## src/rtl/lsu_pkg.sv

```systemverilog
// lsu_pkg: shared state encoding, RV32 load/store funct3 codes, trap causes and access-size helper.
package lsu_pkg;
    typedef enum logic [1:0] {ST_IDLE, ST_RD, ST_WR, ST_RESP} lsu_state_e;
    localparam logic [2:0] F3_B  = 3'b000;
    localparam logic [2:0] F3_H  = 3'b001;
    localparam logic [2:0] F3_W  = 3'b010;
    localparam logic [2:0] F3_BU = 3'b100;
    localparam logic [2:0] F3_HU = 3'b101;
    localparam logic [3:0] CAUSE_NONE   = 4'd0;
    localparam logic [3:0] CAUSE_LD_MIS = 4'd4;
    localparam logic [3:0] CAUSE_LD_FLT = 4'd5;
    localparam logic [3:0] CAUSE_ST_MIS = 4'd6;
    localparam logic [3:0] CAUSE_ST_FLT = 4'd7;
    // Access size as AXI size code: 0 byte, 1 half, 2 word (unknown funct3 counts as word).
    function automatic logic [1:0] size_of(input logic [2:0] funct3);
        return (funct3 == F3_H || funct3 == F3_HU) ? 2'd1 :
               (funct3 == F3_B || funct3 == F3_BU) ? 2'd0 : 2'd2;
    endfunction
endpackage

```

## src/rtl/lsu_axi_ctrl_lane_align.sv

```systemverilog
// lsu_lane_align: places store data/strobe on the byte lane and extracts/extends load data from it.
module lsu_lane_align
    import lsu_pkg::*;
#(
    parameter int DATA_W = 32
) (
    input  logic [$clog2(DATA_W/8)-1:0] lane,
    input  logic                        in_region,
    input  logic [2:0]                  funct3,
    input  logic [31:0]                 st_data,
    input  logic [DATA_W-1:0]           rdata,
    output logic [DATA_W/8-1:0]         wstrb,
    output logic [DATA_W-1:0]           wdata,
    output logic [31:0]                 ld_data
);
    localparam int LB = $clog2(DATA_W/8);
    localparam int SW = DATA_W/8;
    logic [1:0]    sz;
    logic [3:0]    mask;
    logic [LB-1:0] ld_lane;
    logic [31:0]   sh;
    assign sz    = size_of(funct3);
    assign mask  = sz == 2'd0 ? 4'h1 : sz == 2'd1 ? 4'h3 : 4'hf;
    assign wstrb = SW'(mask) << lane;
    assign wdata = DATA_W'(st_data) << {lane, 3'b000};
    // Loads outside the full-width region come back on lane 0 from narrow slaves.
    assign ld_lane = in_region ? lane : '0;
    assign sh      = 32'(rdata >> {ld_lane, 3'b000});
    assign ld_data = funct3 == F3_B  ? {{24{sh[7]}}, sh[7:0]} :
                     funct3 == F3_H  ? {{16{sh[15]}}, sh[15:0]} :
                     funct3 == F3_W  ? sh :
                     funct3 == F3_BU ? {24'h0, sh[7:0]} :
                     funct3 == F3_HU ? {16'h0, sh[15:0]} : 32'h0;
endmodule

```

## src/rtl/lsu_axi_ctrl.sv

```systemverilog
// lsu_axi_ctrl: single-outstanding load/store unit driving an AXI-lite master port.
// Optional LSU_MISALIGN_TRAP_EN: trap misaligned half/word accesses without bus traffic.
module lsu_axi_ctrl
    import lsu_pkg::*;
#(
    parameter int                ADDR_W    = 32,
    parameter int                DATA_W    = 32,
    parameter logic [ADDR_W-1:0] WORD_BASE = 32'h0f000000,
    parameter logic [ADDR_W-1:0] WORD_END  = 32'h10000000
) (
    input  logic                clk,
    input  logic                rst,
    input  logic                req_valid,
    output logic                req_ready,
    input  logic                req_we,
    input  logic [2:0]          req_funct3,
    input  logic [ADDR_W-1:0]   req_addr,
    input  logic [31:0]         req_wdata,
    output logic                resp_valid,
    output logic [31:0]         resp_rdata,
    output logic                resp_err,
    output logic [3:0]          resp_cause,
    output logic [ADDR_W-1:0]   araddr,
    output logic [2:0]          arsize,
    output logic                arvalid,
    input  logic                arready,
    input  logic [DATA_W-1:0]   rdata,
    input  logic [1:0]          rresp,
    input  logic                rvalid,
    output logic                rready,
    output logic [ADDR_W-1:0]   awaddr,
    output logic [2:0]          awsize,
    output logic                awvalid,
    input  logic                awready,
    output logic [DATA_W-1:0]   wdata,
    output logic [DATA_W/8-1:0] wstrb,
    output logic                wvalid,
    input  logic                wready,
    input  logic [1:0]          bresp,
    input  logic                bvalid,
    output logic                bready
);
    localparam int LB = $clog2(DATA_W/8);
    localparam logic [1:0] IDLE = ST_IDLE;
    localparam logic [1:0] RD   = ST_RD;
    localparam logic [1:0] WR   = ST_WR;
    localparam logic [1:0] RESP = ST_RESP;
    logic [1:0]        state;
    logic [ADDR_W-1:0] addr_q;
    logic [31:0]       wdata_q;
    logic [2:0]        f3_q;
    logic              in_region, mis, aw_done, w_done;
    logic [ADDR_W-1:0] bus_addr;
    logic [2:0]        bus_size;
    logic [31:0]       ld_data;
    assign in_region  = addr_q >= WORD_BASE && addr_q < WORD_END;
    assign bus_addr   = in_region ? {addr_q[ADDR_W-1:LB], {LB{1'b0}}} : addr_q;
    assign bus_size   = in_region ? 3'(LB) : {1'b0, size_of(f3_q)};
    assign araddr     = bus_addr;
    assign awaddr     = bus_addr;
    assign arsize     = bus_size;
    assign awsize     = bus_size;
    assign req_ready  = state == IDLE;
    assign resp_valid = state == RESP;
    assign aw_done    = !awvalid || awready;
    assign w_done     = !wvalid || wready;
`ifdef LSU_MISALIGN_TRAP_EN
    logic [1:0] req_sz;
    assign req_sz = size_of(req_funct3);
    assign mis = (req_sz == 2'd1 && req_addr[0]) || (req_sz == 2'd2 && req_addr[1:0] != 2'b00);
`else
    assign mis = 1'b0;
`endif
    lsu_lane_align #(.DATA_W(DATA_W)) u_align (
        .lane      (addr_q[LB-1:0]),
        .in_region (in_region),
        .funct3    (f3_q),
        .st_data   (wdata_q),
        .rdata     (rdata),
        .wstrb     (wstrb),
        .wdata     (wdata),
        .ld_data   (ld_data)
    );
    always_ff @(posedge clk) begin
        if (rst) begin
            state      <= IDLE;
            arvalid    <= 1'b0;
            rready     <= 1'b0;
            awvalid    <= 1'b0;
            wvalid     <= 1'b0;
            bready     <= 1'b0;
            resp_rdata <= 32'h0;
            resp_err   <= 1'b0;
            resp_cause <= CAUSE_NONE;
            addr_q     <= '0;
            wdata_q    <= 32'h0;
            f3_q       <= 3'b000;
        end else begin
            case (state)
                IDLE: if (req_valid) begin
                    addr_q  <= req_addr;
                    wdata_q <= req_wdata;
                    f3_q    <= req_funct3;
                    if (mis) begin
                        state      <= RESP;
                        resp_rdata <= 32'h0;
                        resp_err   <= 1'b1;
                        resp_cause <= req_we ? CAUSE_ST_MIS : CAUSE_LD_MIS;
                    end else if (req_we) begin
                        state   <= WR;
                        awvalid <= 1'b1;
                        wvalid  <= 1'b1;
                    end else begin
                        state   <= RD;
                        arvalid <= 1'b1;
                    end
                end
                RD: begin
                    if (arvalid && arready) begin
                        arvalid <= 1'b0;
                        rready  <= 1'b1;
                    end
                    if (rready && rvalid) begin
                        rready     <= 1'b0;
                        state      <= RESP;
                        resp_rdata <= rresp != 2'b00 ? 32'h0 : ld_data;
                        resp_err   <= rresp != 2'b00;
                        resp_cause <= rresp != 2'b00 ? CAUSE_LD_FLT : CAUSE_NONE;
                    end
                end
                WR: begin
                    if (awready) awvalid <= 1'b0;
                    if (wready) wvalid <= 1'b0;
                    // B is only accepted once both AW and W have handshaken.
                    if (!bready && aw_done && w_done) bready <= 1'b1;
                    if (bready && bvalid) begin
                        bready     <= 1'b0;
                        state      <= RESP;
                        resp_rdata <= 32'h0;
                        resp_err   <= bresp != 2'b00;
                        resp_cause <= bresp != 2'b00 ? CAUSE_ST_FLT : CAUSE_NONE;
                    end
                end
                default: state <= IDLE;
            endcase
        end
    end
endmodule

```

## config.mk

```make
export PLATFORM = sky130hd
export DESIGN_NAME = lsu_axi_ctrl
export DESIGN_NICKNAME = d
export VERILOG_FILES = /design/src/rtl/lsu_pkg.sv /design/src/rtl/lsu_axi_ctrl_lane_align.sv /design/src/rtl/lsu_axi_ctrl.sv
export SDC_FILE = /design/constraint.sdc
export NUM_CORES = 1
export LEC_CHECK = 0
export BUFFER_PORTS_ARGS = -buffer_cell sky130_fd_sc_hd__buf_2
export CAP_MARGIN = 25
export CORE_UTILIZATION = 43
export DETAILED_ROUTE_END_ITERATION = 10
export GPL_TIMING_DRIVEN = 0
export PLACE_DENSITY = 0.83
export RECOVER_POWER = 50
export SYNTH_ARGS = -nofsm -noshare
export SYNTH_HDL_FRONTEND = slang
export SYNTH_SLANG_ARGS = --single-unit
```

## constraint.sdc

```tcl
create_clock -name clk -period 2.2 [get_ports clk]
set_clock_uncertainty 0.15 [all_clocks]
set_input_delay 0.33 -clock clk [delete_from_list [all_inputs] [get_ports clk]]
set_output_delay 0.33 -clock clk [all_outputs]
set_load 0.01 [all_outputs]
```

Word-level counts from Yosys, hierarchy flattened
Index checks and enable logic that the tools add are counted.
{"block": "op_classes", "n_reduce_logical": 31, "n_mux": 43, "eq_ne": 16, "shift": 3, "order_cmp": 2}
{"op": "32-bit 2-to-1 mux", "n": 7}
{"op": "32-bit case mux with 2 select lines", "n": 1}
{"op": "32-bit by 28-bit >= comparator with 1-bit output (second input constant)", "n": 1}
{"op": "32-bit by 29-bit less-than comparator with 1-bit output (second input constant)", "n": 1}
{"op": "32-bit by 5-bit left shift with 32-bit output", "n": 1}
{"op": "32-bit by 5-bit right shift with 32-bit output", "n": 1}
{"op": "2-bit 2-to-1 mux", "n": 9}
{"op": "16-bit 2-to-1 mux", "n": 1}
{"op": "4-bit 2-to-1 mux", "n": 4}
{"op": "2-bit inequality test (second input constant)", "n": 7}
{"op": "2-bit nonzero test", "n": 7}
{"op": "1-bit 2-to-1 mux", "n": 13}
{"op": "4-bit AND reduction", "n": 3}
{"op": "1-bit case mux with 2 select lines", "n": 4}
{"op": "4-bit case mux with 2 select lines", "n": 1}
{"op": "3-bit == test (second input constant)", "n": 2}
{"op": "1-bit logical AND", "n": 6}
{"op": "3-bit 2-to-1 mux", "n": 2}
{"op": "2-bit case mux with 3 select lines", "n": 1}
{"op": "2-bit AND reduction", "n": 3}
{"op": "3-bit AND reduction", "n": 2}
{"op": "2-bit by 1-bit == test with 1-bit output (second input constant)", "n": 2}
{"op": "2-bit == test (second input constant)", "n": 2}
{"op": "2-bit logical NOT", "n": 2}
{"op": "7 further kinds", "n": 12}
{"block": "word_totals", "output_inout_bits": 150, "regBits": 111, "wordCells": 107}

Logic depth before layout (Yosys ltp)
{"block": "logic_depth", "ltp_word": 12, "depth_mapped": 9, "depth_no_buf": 7}

Modules after synthesis
Synthesis repeated with hierarchy kept, for this count alone.
{"block": "unflattened", "cells_unflattened": 767, "area_unflattened_um2": 6094.6}
{"mod": "lsu_axi_ctrl", "cells_each": 576, "area_each_um2": 4749.6, "n_inst": 1, "seq_area_each_um2": 2162.1}
{"mod": "lsu_lane_align", "cells_each": 191, "area_each_um2": 1345.0, "n_inst": 1, "seq_area_each_um2": 0.0}

Worst setup path before layout
OpenSTA, ideal clock, no wires.
{"block": "synth_timing", "path_kind": "reg2out", "startpoint": "register addr_q[1]", "endpoint": "output port awaddr[1]", "t_required_ns": 1.720, "path_slack_ns": -0.173, "path_stages_with_launch": 7, "path_buffers": 5, "arrival_time_ns": 1.893, "cell_sequence": "dfxtp_1 clkbuf_1 buf_1 clkbuf_1 clkbuf_1 and2_1 buf_4"}
{"block": "synth_via", "elab_chain_len": 3, "word_cells_on_any_way": 4, "classes_between": "order compare: 2; mux: 1; reduce/logical: 1"}
{"element": "start, declared", "line": "lsu_axi_ctrl.sv:49", "rtl": "logic [ADDR_W-1:0] addr_q;"}
{"element": "start signal, assigned", "line": "lsu_axi_ctrl.sv:101", "rtl": "addr_q <= req_addr;"}
{"element": "32-bit by 28-bit >= comparator with 1-bit output / 32-bit by 29-bit less-than comparator with 1-bit output (equally long branches)", "line": "lsu_axi_ctrl.sv:56", "rtl": "assign in_region = addr_q >= WORD_BASE && addr_q < WORD_END;"}
{"element": "1-bit logical AND", "line": "lsu_axi_ctrl.sv:56"}
{"element": "2-bit 2-to-1 mux (*)", "line": "lsu_axi_ctrl.sv:57", "rtl": "assign bus_addr = in_region ? {addr_q[ADDR_W-1:LB], {LB{1'b0}}} : addr_q;"}
{"element": "end, declared", "line": "lsu_axi_ctrl.sv:31", "rtl": "output logic [ADDR_W-1:0] awaddr,"}
Mark *: on every way between the ends. The rest lies on a longest branch, timed or not.

Worst setup path in the final report
{"block": "layout_timing", "startpoint": "register addr_q[29]", "endpoint": "register resp_rdata[18]"}
{"block": "layout_via", "elab_chain_len": 10, "word_cells_on_any_way": 11, "classes_between": "order compare: 2; shift: 1; mux: 7; reduce/logical: 1"}
{"element": "32-bit by 28-bit >= comparator with 1-bit output / 32-bit by 29-bit less-than comparator with 1-bit output (equally long branches)", "line": "lsu_axi_ctrl.sv:56"}
{"element": "1-bit logical AND (*)", "line": "lsu_axi_ctrl.sv:56"}
{"element": "2-bit 2-to-1 mux (*)", "line": "lsu_axi_ctrl_lane_align.sv:27", "rtl": "assign ld_lane = in_region ? lane : '0;"}
{"element": "32-bit by 5-bit right shift with 32-bit output (*)", "line": "lsu_axi_ctrl_lane_align.sv:28", "rtl": "assign sh = 32'(rdata >> {ld_lane, 3'b000});"}
{"element": "32-bit 2-to-1 mux", "line": "lsu_axi_ctrl_lane_align.sv:31", "rtl": "funct3 == F3_W ? sh :"}
{"element": "32-bit 2-to-1 mux", "line": "lsu_axi_ctrl_lane_align.sv:30", "rtl": "funct3 == F3_H ? {{16{sh[15]}}, sh[15:0]} :"}
{"element": "32-bit 2-to-1 mux (*)", "line": "lsu_axi_ctrl_lane_align.sv:29", "rtl": "assign ld_data = funct3 == F3_B ? {{24{sh[7]}}, sh[7:0]} :"}
{"element": "32-bit 2-to-1 mux (*)", "line": "lsu_axi_ctrl.sv:126", "rtl": "resp_rdata <= rresp != 2'b00 ? 32'h0 : ld_data;"}
{"element": "32-bit 2-to-1 mux (*)", "line": "lsu_axi_ctrl.sv:123", "rtl": "if (rready && rvalid) begin"}
{"element": "32-bit case mux with 2 select lines (*)", "line": "lsu_axi_ctrl.sv:99", "rtl": "case (state)"}
{"element": "end signal, assigned", "line": "lsu_axi_ctrl.sv:126"}
{"element": "end, declared", "line": "lsu_axi_ctrl.sv:20", "rtl": "output logic [31:0] resp_rdata,"}
Mark *: on every way between the ends. The rest lies on a longest branch, timed or not. The select of a mux whose other input is x is not followed.
A chain may end at the register's enable or synchronous reset.

==> reports/metrics.cfg <==
[critical_path]
r2r_start=addr_q[29]
endpoint_kind=flip-flop
worstSetupStartpoint=addr_q[29]
startpoint_type=flip-flop
r2r_setup_slack_ns=-0.17
cp_data_required_time_ns=2.29
crit-reg2reg-capture=resp_rdata[18]
critPathArrivalTime_ns=2.47
reg2regPathDepth=7
criticalPathCategory=flip-flop to flip-flop
cp_max_fo=7

[timing]
min_period_ns=2.37
slew_headroom_pct=54.9
rsz0062_at_grt=true
fmax_mhz=421
post-route-period-util_pct=108
hold_viol_final=0
worstMarginPinSlew_ns=0.674
fin_tns_setup_ns=-2.76
report.final.slew_viol_count=0
finalSetupViolations=32
holdWs_ns=0.0484
setup_ws_ns=-0.174

[logic_synthesis]
synthCells=711
synth_xor_xnor_area_share_pct=0
seq_area_frac_synth_pct=38.2
synth_edf_count=0
yosys.area_share.adder_pct=0.883
synth_top_family_by_area=compound AO/OA/AOI/OAI gates
synth_cell_types=48
ys_ff_latch=108
muxShareOfSynthArea_pct=7.73
syn_avg_cell_area_um2=7.97
synthSimpleGateAreaFrac_pct=19.1
netlist_area_um2=5670
async_flop_share_pct=0
synth_compound_area_share_pct=21.0
synthTopCellsByArea=dfxtp_1, nand2_1, a21oi_1
yosysTopAreaCellShare_pct=38.2
synth_top_area_cell=dfxtp_1
synth_ff_type=dfxtp_1
ys_warn_count=0

[power_and_ir_drop]
power.static_leakage_nw=3.76
seqPwrFrac_pct=33.5
comb_power_share_pct=44.9
power_density_nw_per_um2=907
clkPwrFrac_pct=21.7
netSwitchingPower_mw=2.93
ir_drop_v=0.000799
switching_share_pct=39.4
p_int_mw=4.50
power_mw=7.44

[clock_network]
insertion_delay_ns=0.35
cts_htree_levels=3
clock-root-buffer=clkbuf_16
cts.sinks=108
cts_buffers=9
tritoncts=done
clk_pin_slew_ns=0.08
clock_path_buffers=2

[floorplan]
start_util_pct=44.5
die-area_um2=13600
rows=41
boundaryPins=262
die_w_um=117
dieHeight_um=117
core_um2=12700

[layout]
diodes=0
drive_above_1_share_pct=40.3
final_common_cell=buf_2
area_growth_pct=44.6
fin_util_pct=64.4
nets=1115
final_cell_mix=buf_2, nand2_1, dfxtp_1, a21oi_1, clkbuf_1

[placement]
pre_cts_slack_ns=-0.637
dpl.hpwl_um=14400
numPortBuffers=257
gp_congestion=0.875

[detailed_routing]
finalWirelength_um=19700
drtPass1Iterations=8
drc_errors=0
drt-initial-drc-count=493
routedWlPerCell_um=16.7
via_per_inst=5.29
dr_total_vias=6223
ant_nets=0

[run]
cap_violations=0

[grt]
antenna_found_initial=0
overflow=0
grt_pass1_vias=5696
grt_usage_pct=28.0
grt_pass1_wl_um=28900
grt_max_degree=20

[outcome]
outcome=finished, violations left
violations=setup timing

[hold_path]
hold_class=input port to flip-flop
holdCritStartpoint=bvalid
hold_end=bready
min_path_cells=2

-- kinds of logic (layout without fill, tap and decap cells) --
logic type                 after synthesis  count (layout)
muxes                                   35              35
AOI/OAI and AO/OA                      190             190
buffers and inverters                  126             417
and+or+nand+nor                        247             247
other                                    1               3
DFF                                    108             108
adders and majority gates                4               4
-- cell usage after synthesis (2+ instances only) --
| library cell | n |
|---|---|
| a211oi_1 | 9 |
| a211oi_2 | 3 |
| a21boi_0 | 2 |
| a21oi_1 | 104 |
| a221o_1 | 7 |
| a22o_1 | 16 |
| a31oi_1 | 10 |
| and2_1 | 13 |
| buf_1 | 6 |
| buf_2 | 3 |
| buf_4 | 69 |
| clkbuf_1 | 39 |
| dfxtp_1 | 108 |
| ha_1 | 4 |
| inv_1 | 9 |
| mux2i_1 | 28 |
| mux4_2 | 7 |
| nand2_1 | 163 |
| nand3_1 | 2 |
| nand3b_1 | 2 |
| nor2_1 | 31 |
| nor2b_1 | 18 |
| nor3_1 | 4 |
| o21ai_0 | 16 |
| o22ai_1 | 8 |
| o2bb2ai_1 | 8 |
-- cell type report --
class / count / area [um^2]
inverter: 9 / 33.8
multi-input combinational: 479 / 3150
clock buffer: 10 / 239
fill: 1135 / 4530
clock inverter: 6 / 53.8
timing repair buffer: 282 / 1460
sequential: 108 / 2180
tap: 172 / 215
buffer: 110 / 865
-- critical path: stages, from the launching register on --
cell	delay (ns)
dfxtp_4	0.35
or4_4	0.57
or3_4	0.41
a22oi_4	0.23
buf_12	0.15
a211oi_4	0.06
buf_6	0.15
a22o_1	0.18
-- how the worst max path moves through the flow --
stage / slack [ns] / endpoint
after global routing: -0.24 / resp_rdata[16]
after global placement: -0.63 / wdata[29]
final: -0.17 / resp_rdata[18]
after floorplan: 0.008 / resp_rdata[14]
after detailed placement: -0.64 / wdata[29]
after CTS: -0.10 / resp_rdata[12]
-- what timing repair did --
| item | 4_1_cts | 5_1_grt |
|---|---|---|
| endpoints found under the setup margin | 106 | 132 |
| buffers inserted | 12 | 11 |
| gates resized for setup | 105 | 57 |
| pin swaps | 28 | 12 |
| cloned | 2 | 0 |
| hold buffers | 0 | 0 |
-- per-stage QoR --
step | std cells | cell area, um^2
CTS | 1168 | 8020
global route | 1176 | 8200
global placement | 1142 | 7180
finish | 1176 | 8200
detailed placement | 1142 | 7180
floorplan | 713 | 5680
-- routing by layer --
layer / wire, um / GRT usage [%]
met1: 7510 / 32.3
met2: 9750 / 49.5
met3: 1880 / 7.00
met4: 526 / 11.4
met5: 0 / 0
-- flip-flops by register name, summed over array words and instances (netlist names), 2 cells and up --
name        count
state           2
wdata_q        32
addr_q         32
resp_cause      2
f3_q            3
resp_rdata     32
-- power by group through the flow --
stage	registers, mW	logic (mW)	clock network (mW)
after floorplan	2.42	1.89	0
after global placement	2.48	2.79	0
after detailed placement	2.48	2.84	0
after CTS	2.46	3.15	1.63
after global routing	2.52	3.63	1.71
final	2.49	3.34	1.61
Power figures use the tool's default switching activity.
